### config.mk
export PLATFORM = sky130hd
export DESIGN_NAME = load_store_unit_flat
export DESIGN_NICKNAME = d
export VERILOG_FILES = /design/src/rtl/lsu_pkg.sv /design/src/rtl/lsu_if.sv /design/src/rtl/lsu_lane_align.sv /design/src/rtl/load_store_unit.sv /design/src/flat_wrapper.sv
export SDC_FILE = /design/constraint.sdc
export NUM_CORES = 1
export LEC_CHECK = 0
export ABC_AREA = 1
export BUFFER_PORTS_ARGS = -buffer_cell sky130_fd_sc_hd__buf_2
export CORE_UTILIZATION = 40
export DETAILED_ROUTE_END_ITERATION = 10
export GPL_TIMING_DRIVEN = 0
export HOLD_SLACK_MARGIN = 0.12
export PLACE_DENSITY_LB_ADDON = 0.05
export SKIP_CTS_REPAIR_TIMING = 1
export SLEW_MARGIN = 40
export SYNTH_ARGS = -nofsm -noshare
export SYNTH_HDL_FRONTEND = slang
export SYNTH_HIERARCHICAL = 1
export SYNTH_SLANG_ARGS = --single-unit
### constraint.sdc
create_clock -name clk -period 3.4 [get_ports clk]
set_input_delay 0.51 -clock clk [delete_from_list [all_inputs] [get_ports clk]]
set_output_delay 0.51 -clock clk [all_outputs]
set_load 0.01 [all_outputs]
### src/rtl/lsu_pkg.sv
// Shared types and constants for the load/store unit.
package lsu_pkg;

    localparam int XLEN = 32;

    // Access size encodings carried on req_size.
    typedef enum logic [1:0] {
        SZ_BYTE = 2'd0,
        SZ_HALF = 2'd1,
        SZ_WORD = 2'd2
    } lsu_size_t;

    // The one size encoding that no instruction produces.
    localparam logic [1:0] SZ_ILLEGAL = 2'd3;

    // Controller states.
    typedef enum logic [1:0] {
        ST_IDLE  = 2'd0,
        ST_READ  = 2'd1,
        ST_WRITE = 2'd2,
        ST_RESP  = 2'd3
    } lsu_state_t;

    // A request is rejected when its size is illegal or its address is not
    // a multiple of the access size.
    function automatic logic is_misaligned(input logic [1:0] size, input logic [1:0] off);
        logic bad;
        bad = 1'b0;
        case (size)
            SZ_BYTE:    bad = 1'b0;
            SZ_HALF:    bad = off[0];
            SZ_WORD:    bad = (off != 2'b00);
            SZ_ILLEGAL: bad = 1'b1;
            default:    bad = 1'b1;
        endcase
        return bad;
    endfunction

endpackage

### src/rtl/lsu_if.sv
// Core-side request/response handshake plus the word-addressed memory port.
//
// Handshake rules: a request transfers on a rising edge where req_valid and
// req_ready are both 1; the core keeps its request fields stable while
// req_valid is high and not yet accepted. A response transfers on a rising
// edge where resp_valid and resp_ready are both 1; resp_rdata and resp_err
// hold steady from the rise of resp_valid until that edge. Memory reads are
// combinational (mem_rd follows mem_ra in the same cycle) and a write is
// committed on the rising edge at the end of a cycle with mem_we high.
interface lsu_if #(parameter int XLEN = 32);
    logic            req_valid;
    logic            req_ready;
    logic            req_we;
    logic [1:0]      req_size;
    logic            req_unsigned;
    logic [XLEN-1:0] req_addr;
    logic [XLEN-1:0] req_wdata;
    logic            resp_valid;
    logic            resp_ready;
    logic [XLEN-1:0] resp_rdata;
    logic            resp_err;
    logic [XLEN-1:0] mem_ra;
    logic [XLEN-1:0] mem_rd;
    logic            mem_we;
    logic [XLEN-1:0] mem_wa;
    logic [XLEN-1:0] mem_wd;

    // The load/store unit's view.
    modport slave (
        input  req_valid, req_we, req_size, req_unsigned, req_addr, req_wdata,
        input  resp_ready, mem_rd,
        output req_ready, resp_valid, resp_rdata, resp_err,
        output mem_ra, mem_we, mem_wa, mem_wd
    );

    // The core and memory view.
    modport master (
        output req_valid, req_we, req_size, req_unsigned, req_addr, req_wdata,
        output resp_ready, mem_rd,
        input  req_ready, resp_valid, resp_rdata, resp_err,
        input  mem_ra, mem_we, mem_wa, mem_wd
    );
endinterface

### src/rtl/lsu_lane_align.sv
// Byte-lane steering between a memory word and right-aligned core data:
// the load path picks and extends a lane, the store path merges a lane in.
module lsu_lane_align
    import lsu_pkg::*;
#(
    parameter int XLEN = 32
) (
    input  logic [XLEN-1:0] word,
    input  logic [1:0]      offset,
    input  logic [1:0]      size,
    input  logic            is_unsigned,
    input  logic [XLEN-1:0] wdata,
    output logic [XLEN-1:0] ext,
    output logic [XLEN-1:0] merged
);

    logic [7:0]  byte_lane;
    logic [15:0] half_lane;

    assign byte_lane = word[{offset, 3'b000} +: 8];
    assign half_lane = word[{offset[1], 4'b0000} +: 16];

    // Load path: select the addressed lane and sign- or zero-extend it.
    always_comb begin
        ext = word;
        case (size)
            SZ_BYTE: ext = {{(XLEN-8){~is_unsigned & byte_lane[7]}}, byte_lane};
            SZ_HALF: ext = {{(XLEN-16){~is_unsigned & half_lane[15]}}, half_lane};
            default: ext = word;
        endcase
    end

    // Store path: replace only the addressed lane of the old word.
    always_comb begin
        merged = word;
        case (size)
            SZ_BYTE: merged[{offset, 3'b000} +: 8]    = wdata[7:0];
            SZ_HALF: merged[{offset[1], 4'b0000} +: 16] = wdata[15:0];
            default: merged = wdata;
        endcase
    end

endmodule

### src/rtl/load_store_unit.sv
// Load/store unit: one outstanding request, sub-word stores by
// read-modify-write, misaligned or illegal requests answered with an error
// without touching memory. All handshake and memory outputs are registered.
module load_store_unit
    import lsu_pkg::*;
#(
    parameter int XLEN = 32
) (
    input  logic       clk,
    input  logic       rst_n,
    lsu_if.slave       bus,
    output lsu_state_t dbg_state
);

    lsu_state_t      state;
    logic [XLEN-1:0] addr_q;
    logic [1:0]      size_q;
    logic            we_q;
    logic            uns_q;
    logic [XLEN-1:0] wdata_q;
    logic            req_ready_q;
    logic            resp_valid_q;
    logic [XLEN-1:0] resp_rdata_q;
    logic            resp_err_q;
    logic            mem_we_q;
    logic [XLEN-1:0] mem_wd_q;
    logic [XLEN-1:0] ext;
    logic [XLEN-1:0] merged;

    lsu_lane_align #(.XLEN(XLEN)) u_align (
        .word        (bus.mem_rd),
        .offset      (addr_q[1:0]),
        .size        (size_q),
        .is_unsigned (uns_q),
        .wdata       (wdata_q),
        .ext         (ext),
        .merged      (merged)
    );

    // Memory addresses always point at the word holding the captured address.
    assign bus.mem_ra     = {addr_q[XLEN-1:2], 2'b00};
    assign bus.mem_wa     = {addr_q[XLEN-1:2], 2'b00};
    assign bus.mem_we     = mem_we_q;
    assign bus.mem_wd     = mem_wd_q;
    assign bus.req_ready  = req_ready_q;
    assign bus.resp_valid = resp_valid_q;
    assign bus.resp_rdata = resp_rdata_q;
    assign bus.resp_err   = resp_err_q;
    assign dbg_state      = state;

    // Controller: capture on accept, then READ and/or WRITE, then hold RESP.
    always_ff @(posedge clk or negedge rst_n) begin
        if (!rst_n) begin
            state        <= ST_IDLE;
            addr_q       <= '0;
            size_q       <= '0;
            we_q         <= 1'b0;
            uns_q        <= 1'b0;
            wdata_q      <= '0;
            req_ready_q  <= 1'b1;
            resp_valid_q <= 1'b0;
            resp_rdata_q <= '0;
            resp_err_q   <= 1'b0;
            mem_we_q     <= 1'b0;
            mem_wd_q     <= '0;
        end else begin
            case (state)
                ST_IDLE: begin
                    if (bus.req_valid && req_ready_q) begin
                        addr_q      <= bus.req_addr;
                        size_q      <= bus.req_size;
                        we_q        <= bus.req_we;
                        uns_q       <= bus.req_unsigned;
                        wdata_q     <= bus.req_wdata;
                        req_ready_q <= 1'b0;
                        if (is_misaligned(bus.req_size, bus.req_addr[1:0])) begin
                            resp_err_q   <= 1'b1;
                            resp_rdata_q <= '0;
                            resp_valid_q <= 1'b1;
                            state        <= ST_RESP;
                        end else if (bus.req_we && (bus.req_size == SZ_WORD)) begin
                            // Full-word store needs no old data.
                            mem_we_q <= 1'b1;
                            mem_wd_q <= bus.req_wdata;
                            state    <= ST_WRITE;
                        end else begin
                            state <= ST_READ;
                        end
                    end
                end
                ST_READ: begin
                    if (we_q) begin
                        // Old word is on mem_rd now; latch the merged result.
                        mem_wd_q <= merged;
                        mem_we_q <= 1'b1;
                        state    <= ST_WRITE;
                    end else begin
                        resp_rdata_q <= ext;
                        resp_err_q   <= 1'b0;
                        resp_valid_q <= 1'b1;
                        state        <= ST_RESP;
                    end
                end
                ST_WRITE: begin
                    // The write commits on this edge; mem_we is a single pulse.
                    mem_we_q     <= 1'b0;
                    resp_rdata_q <= '0;
                    resp_err_q   <= 1'b0;
                    resp_valid_q <= 1'b1;
                    state        <= ST_RESP;
                end
                ST_RESP: begin
                    if (bus.resp_ready) begin
                        resp_valid_q <= 1'b0;
                        resp_err_q   <= 1'b0;
                        resp_rdata_q <= '0;
                        req_ready_q  <= 1'b1;
                        state        <= ST_IDLE;
                    end
                end
                default: state <= ST_IDLE;
            endcase
        end
    end

endmodule

### src/flat_wrapper.sv
// flat-port wrapper written by rule: the top's interface ports become plain ports
module load_store_unit_flat import lsu_pkg::*;
#(
    parameter int XLEN = 32
)
  (clk, rst_n, dbg_state, bus_req_valid, bus_req_we, bus_req_size, bus_req_unsigned, bus_req_addr, bus_req_wdata, bus_resp_ready, bus_mem_rd, bus_req_ready, bus_resp_valid, bus_resp_rdata, bus_resp_err, bus_mem_ra, bus_mem_we, bus_mem_wa, bus_mem_wd);
  lsu_if #(.XLEN(XLEN)) bus_i ();
  input  logic clk;
  input  logic rst_n;
  output lsu_state_t dbg_state;
  input wire logic [$bits(bus_i.req_valid)-1:0] bus_req_valid;
  input wire logic [$bits(bus_i.req_we)-1:0] bus_req_we;
  input wire logic [$bits(bus_i.req_size)-1:0] bus_req_size;
  input wire logic [$bits(bus_i.req_unsigned)-1:0] bus_req_unsigned;
  input wire logic [$bits(bus_i.req_addr)-1:0] bus_req_addr;
  input wire logic [$bits(bus_i.req_wdata)-1:0] bus_req_wdata;
  input wire logic [$bits(bus_i.resp_ready)-1:0] bus_resp_ready;
  input wire logic [$bits(bus_i.mem_rd)-1:0] bus_mem_rd;
  output wire logic [$bits(bus_i.req_ready)-1:0] bus_req_ready;
  output wire logic [$bits(bus_i.resp_valid)-1:0] bus_resp_valid;
  output wire logic [$bits(bus_i.resp_rdata)-1:0] bus_resp_rdata;
  output wire logic [$bits(bus_i.resp_err)-1:0] bus_resp_err;
  output wire logic [$bits(bus_i.mem_ra)-1:0] bus_mem_ra;
  output wire logic [$bits(bus_i.mem_we)-1:0] bus_mem_we;
  output wire logic [$bits(bus_i.mem_wa)-1:0] bus_mem_wa;
  output wire logic [$bits(bus_i.mem_wd)-1:0] bus_mem_wd;
  assign bus_i.req_valid = bus_req_valid;
  assign bus_i.req_we = bus_req_we;
  assign bus_i.req_size = bus_req_size;
  assign bus_i.req_unsigned = bus_req_unsigned;
  assign bus_i.req_addr = bus_req_addr;
  assign bus_i.req_wdata = bus_req_wdata;
  assign bus_i.resp_ready = bus_resp_ready;
  assign bus_i.mem_rd = bus_mem_rd;
  assign bus_req_ready = bus_i.req_ready;
  assign bus_resp_valid = bus_i.resp_valid;
  assign bus_resp_rdata = bus_i.resp_rdata;
  assign bus_resp_err = bus_i.resp_err;
  assign bus_mem_ra = bus_i.mem_ra;
  assign bus_mem_we = bus_i.mem_we;
  assign bus_mem_wa = bus_i.mem_wa;
  assign bus_mem_wd = bus_i.mem_wd;
  load_store_unit #(.XLEN(XLEN)) u_core (.clk(clk), .rst_n(rst_n), .bus(bus_i), .dbg_state(dbg_state));
endmodule
* Word-level counts from Yosys, hierarchy flattened
Index checks and enable logic that the tools add are counted.
Word-level totals: logic and storage cells 90, bits of input ports 104, output and inout bits 134, bits in registers 138
Cells by class: reductions and logical operators 15, add/subtract/negate cells 2, equal/unequal tests 14, mux-type cells 38, bitwise operators 3, shift operators 6
Operators by type and width (count):
- two-way mux 32 bit | 8
- case mux 32 bit (2 select lines) | 3
- case mux 32 bit (4 select lines) | 1
- bitwise mux 32 bit | 2
- variable shift 16 x 7 -> 32 bit (first input constant) | 1
- variable shift 8 x 7 -> 32 bit (first input constant) | 1
- variable part select 16 x 7 -> 32 bit | 1
- variable part select 32 x 6 -> 16 bit | 1
- variable part select 32 x 6 -> 8 bit | 1
- variable part select 8 x 7 -> 32 bit | 1
- two-way mux 1 bit | 14
- negator 5 -> 7 bit | 2
- case mux 1 bit (4 select lines) | 3
- AND reduction 5 bit | 2
- == test 2 bit (second input constant) | 4
- two-way mux 2 bit | 4
- inequality test 2 x 1 -> 1 bit (second input constant) | 4
- case mux 2 bit (4 select lines) | 1
- == test 2 x 1 -> 1 bit (second input constant) | 3
- zero test 2 bit | 3
- inequality test 2 bit (second input constant) | 3
- nonzero test 2 bit | 3
- AND reduction 2 bit | 2
- AND reduction 4 bit | 1
- 7 further kinds | 9

* Longest topological paths before layout
depth in word-level cells 7, mapped depth 13, gate-level depth less buffers 12

* Hierarchy
Netlist, hierarchy kept.
Modules (own cells, without submodules):
- load_store_unit | area an instance 6493.7 µm², times used 1, cells each 770
- lsu_lane_align | area an instance 1971.9 µm², times used 1, cells each 402

* Least setup slack after synthesis
OpenSTA, ideal clock, no wires.
path kind register -> register, start point reg u_core.addr_q[1], end point reg u_core.mem_wd_q[27] (netlist: u_core/bus.mem_wd[27]), cell stages (with the launch flop) 14, buffers on the path 2, arrival time 1835 ps, clock period less this slack 1902 ps, setup time 66 ps, data required time 3334 ps, setup slack 1498 ps, path through dfrtp_1 inv_2 buf_2 ha_1 inv_1 buf_2 nand3_1 o22ai_1 nand2_1 nand2_1 nand2_1 o21ai_0 nand4_1 nand2_1
Between the ends: cells in the longest elaborated chain, start to end 6, elaborated cells on any way between the ends 11, classes of those cells 2 x add/sub; 4 x shift; 5 x mux
Ends and longest elaborated chain:
- start: declaration | line load_store_unit.sv:16 | logic [XLEN-1:0] addr_q;
- start signal: assignment | line load_store_unit.sv:70 | addr_q <= bus.req_addr;
- negator 5 -> 7 bit, on equally long branches | line lsu_lane_align.sv:38, lsu_lane_align.sv:37
- variable part select 16 x 7 -> 32 bit, or another cell as far along | line lsu_lane_align.sv:38 | SZ_HALF: merged[{offset[1], 4'b0000} +: 16] = wdata[15:0];
- bitwise mux 32 bit, on equally long branches | line lsu_lane_align.sv:38, lsu_lane_align.sv:37
- case mux 32 bit (2 select lines) * | line lsu_lane_align.sv:36 | case (size)
- net u_core.merged[27] | line load_store_unit.sv:28 | logic [XLEN-1:0] merged;
- two-way mux 32 bit * | line load_store_unit.sv:92 | if (we_q) begin
- case mux 32 bit (2 select lines) * | line load_store_unit.sv:67 | case (state)
- end signal: assignment | line load_store_unit.sv:84 | mem_wd_q <= bus.req_wdata;
- end signal: assignment | line load_store_unit.sv:94 | mem_wd_q <= merged;
- end: declaration | line load_store_unit.sv:26 | logic [XLEN-1:0] mem_wd_q;
The timed path passes the listed nets; every way through them passes the cells marked *. The select of a mux whose other input is x is not followed. A chain may end at the register's enable or synchronous reset.

* Final worst setup path
start point reg u_core.addr_q[1], end point reg u_core.mem_wd_q[29] (netlist: u_core/bus.mem_wd[29])
Same word-level chain as after synthesis.

==> impl_metrics.yaml <==
drt:
  finalWirelength_mm: 27.1
  drt-wirelength-per-cell_um: 15.8
  remaining_drc_errors: 0
  dr.pass1.iters: 5
  drt_iter0_drc: 602
  via_count: 8432
  avgViaCountPerCell: 4.93
  drtAntennaViolNets: 0
grt:
  antenna_found_initial: 1
  grt_usage: 0.251
  grt_pass1_wl_mm: 42.0
  grt_pass1_vias: 7747
  grt_overflow_total: 0
  grt_max_degree: 72
worst_setup_path:
  arrival_ns: 2.82
  worstSetupPathType: "reg -> reg"
  path_max_fanout: 12
  critPathSlowestCell: "dfrtp_1"
  required_ns: 3.76
  cp_top_family: "buffers and inverters"
  start_kind: "flip-flop"
  cp_common_cell: "nand2_1"
  cp-end-kind: "flip-flop"
  crit_chain: "inv_2 -> buf_2 -> ha_1 -> inv_1 -> buf_2 -> nand3_1 -> o22ai_1 -> nand2_1 -> nand2_1 -> nand2_1 -> o21ai_0 -> nand4_1 -> nand2_1"
  cp.buffers_inverters: 4
  critPathMaxStageDelay_ns: 0.54
sta:
  setup-tns-final_ns: 0
  maxSlewViolCount: 0
  hold_viol: 0
  rsz0062_at_grt: "false"
  fmax_ghz: 0.406
  final.period_utilization: 0.724
  min_period_ns: 2.46
  finalClockSkew_ns: 0.00801
  worstMarginPinSlew_ns: 0.649
  slew_headroom: 0.567
  whs_ns: 0.278
  final-setup-viol-count: 0
cts:
  cts_buffers: 17
  clk_pin_slew_ns: 0.06
  insertion_delay_ns: 0.43
  cts-htree-levels: 4
  root_buffer: "clkbuf_16"
  clkSinkCount: 138
  cts.path.max_buffers: 2
  cts_tree: "yes"
power:
  power.total_w: 0.0107
  p_clk_frac: 0.192
  pwr-share-comb: 0.534
  swShare: 0.452
  power.ir.vdd_worst_v: 0.000465
  internal_power_w: 0.00585
  leakage_nw: 6.18
  p_sw_w: 0.00483
  p_per_area_nw_per_um2: 1000
  seqPwrFrac: 0.274
die:
  pin_count: 238
  start_util: 0.413
  die_h_um: 147
  dieArea_um2: 21800
  die_x_um: 147
  rows: 52
  coreArea_um2: 20500
synthesis:
  yosysSeqAreaShare: 0.408
  postSynthCellCount: 1172
  synthFlopType: "dfrtp_1"
  synth-seq-cells: 138
  synth_edf_count: 0
  synth_simple_gate_area_frac: 0.377
  synth_top_family_by_area: "simple AND/OR/NAND/NOR gates"
  syn-cell-area_um2: 8470
  yosys_warnings: 6
  synth_xor_area_frac: 0
  syn_avg_cell_area_um2: 7.22
  synth.distinct_cells: 33
  synthAdderAreaFrac: 0.0148
  synth-compound-area-share: 0.0658
  postSynth.asyncResetShare: 1.00
  synth_mux_area_frac: 0.00118
placed_design:
  gp_congestion: 0.967
  dp_hpwl_mm: 20.9
  dpl_cell_area_um2: 10000
  port_buffers: 233
final_layout:
  layout_common_cells: "nand2_1, buf_2, dfrtp_1"
  fillers: 2106
  num_antenna_cells: 0
  area_delta_synth_final_pct: 26.1
  fin_nets: 1543
  fin_area_um2: 10700
  drive_gt1_frac: 0.295
  final_common_cell: "nand2_1"
status:
  status: "finished clean"
min_path:
  hp-class: "in -> reg"
flow_run:
  maxCapViolCount: 0
[kinds of logic after synthesis]
family / Yosys count
AO/OA/AOI/OAI: 104
adder cells (fa/ha/maj): 10
buffers and inverters: 204
flip-flops: 138
multiplexers: 1
other: 1
AND/OR/NAND/NOR: 714
[worst reg2reg max path, delay by kind of cell (launching register included)]
| family | cells | cell delay, ns |
|---|---|---|
| buffers and inverters | 4 | 0.80 |
| flip-flops | 1 | 0.54 |
| AND/OR/NAND/NOR | 6 | 0.59 |
| AO/OA/AOI/OAI | 2 | 0.24 |
| adder cells (fa/ha/maj) | 1 | 0.23 |
[cell type report]
class	count	area, um2	share of cell area
tap	270	338	0.0317
clock buffer	20	457	0.0428
inverter	73	277	0.0259
timing repair buffer	235	1210	0.114
multi-input combinational	833	3900	0.365
clock inverter	12	186	0.0175
sequential	138	3450	0.324
buffer	131	850	0.0796
[registers in the layout (all words and copies together), names as in the netlist, 2 cells and up]
signal                 count
u_core/addr_q             32
u_core/bus.mem_wd         32
u_core/bus.resp_rdata     32
u_core/wdata_q            32
u_core/dbg_state           2
u_core/size_q              2
[power groups by stage]
stage / logic, W / registers, W / clock network (W)
5_1_grt: 0.00633 / 0.00302 / 0.00215
3_3_place_gp: 0.00562 / 0.00293 / 0
3_5_place_dp: 0.00569 / 0.00294 / 0
4_1_cts: 0.00570 / 0.00293 / 0.00209
2_1_floorplan: 0.00375 / 0.00298 / 0
6_report: 0.00571 / 0.00293 / 0.00205
[metrics by stage]
stage	cells	setup slack [ns]	util
after global routing	1712	0.809	0.521
after CTS	1711	0.994	0.520
final	1712	0.938	0.521
after global placement	1678	-0.228	0.487
after detailed placement	1679	1.02	0.489
after floorplan	1175	1.50	-
[path summary, 6_finish.rpt]
kind / from / endpoint / slack [ns] / cells past startpoint
setup / recovery: u_core/addr_q[1] / u_core/bus.mem_wd[29] / 0.94 / 13
hold / removal: bus_req_addr[9] / u_core/addr_q[9] / 0.28 / 3
setup reg to reg: u_core/addr_q[1] / u_core/bus.mem_wd[29] / 0.94 / 13
hold reg to reg: u_core/bus.mem_wd[19] / u_core/bus.mem_wd[19] / 0.47 / 2
max in group asynchronous: rst_n / u_core/bus.req_ready / 1.99 / 3
min in group asynchronous: rst_n / u_core/addr_q[14] / 0.60 / 2
[metal layers]
layer	routed length (um)	vias to the layer above	GRT usage
met3	1550	34	0.0426
met5	10	-	0
met2	12200	260	0.388
li1	-	4207	-
met4	603	2	0.0933
met1	12700	3929	0.352
[synth_stat cells (9+ instances only)]
master    instances  share of area
nor2_1           25          0.011
inv_1            64          0.028
nand2_1         523           0.23
buf_4            69          0.061
clkbuf_1         20         0.0089
nand3_2          22          0.026
nand4_1          67          0.050
buf_2            31          0.018
nand3_1          51          0.030
dfrtp_1         137           0.40
o21ai_0          72          0.043
ha_1             10          0.015
and3_1            9         0.0067
o21ai_1          17          0.010
Note: power is estimated with default switching activity, not from simulation.
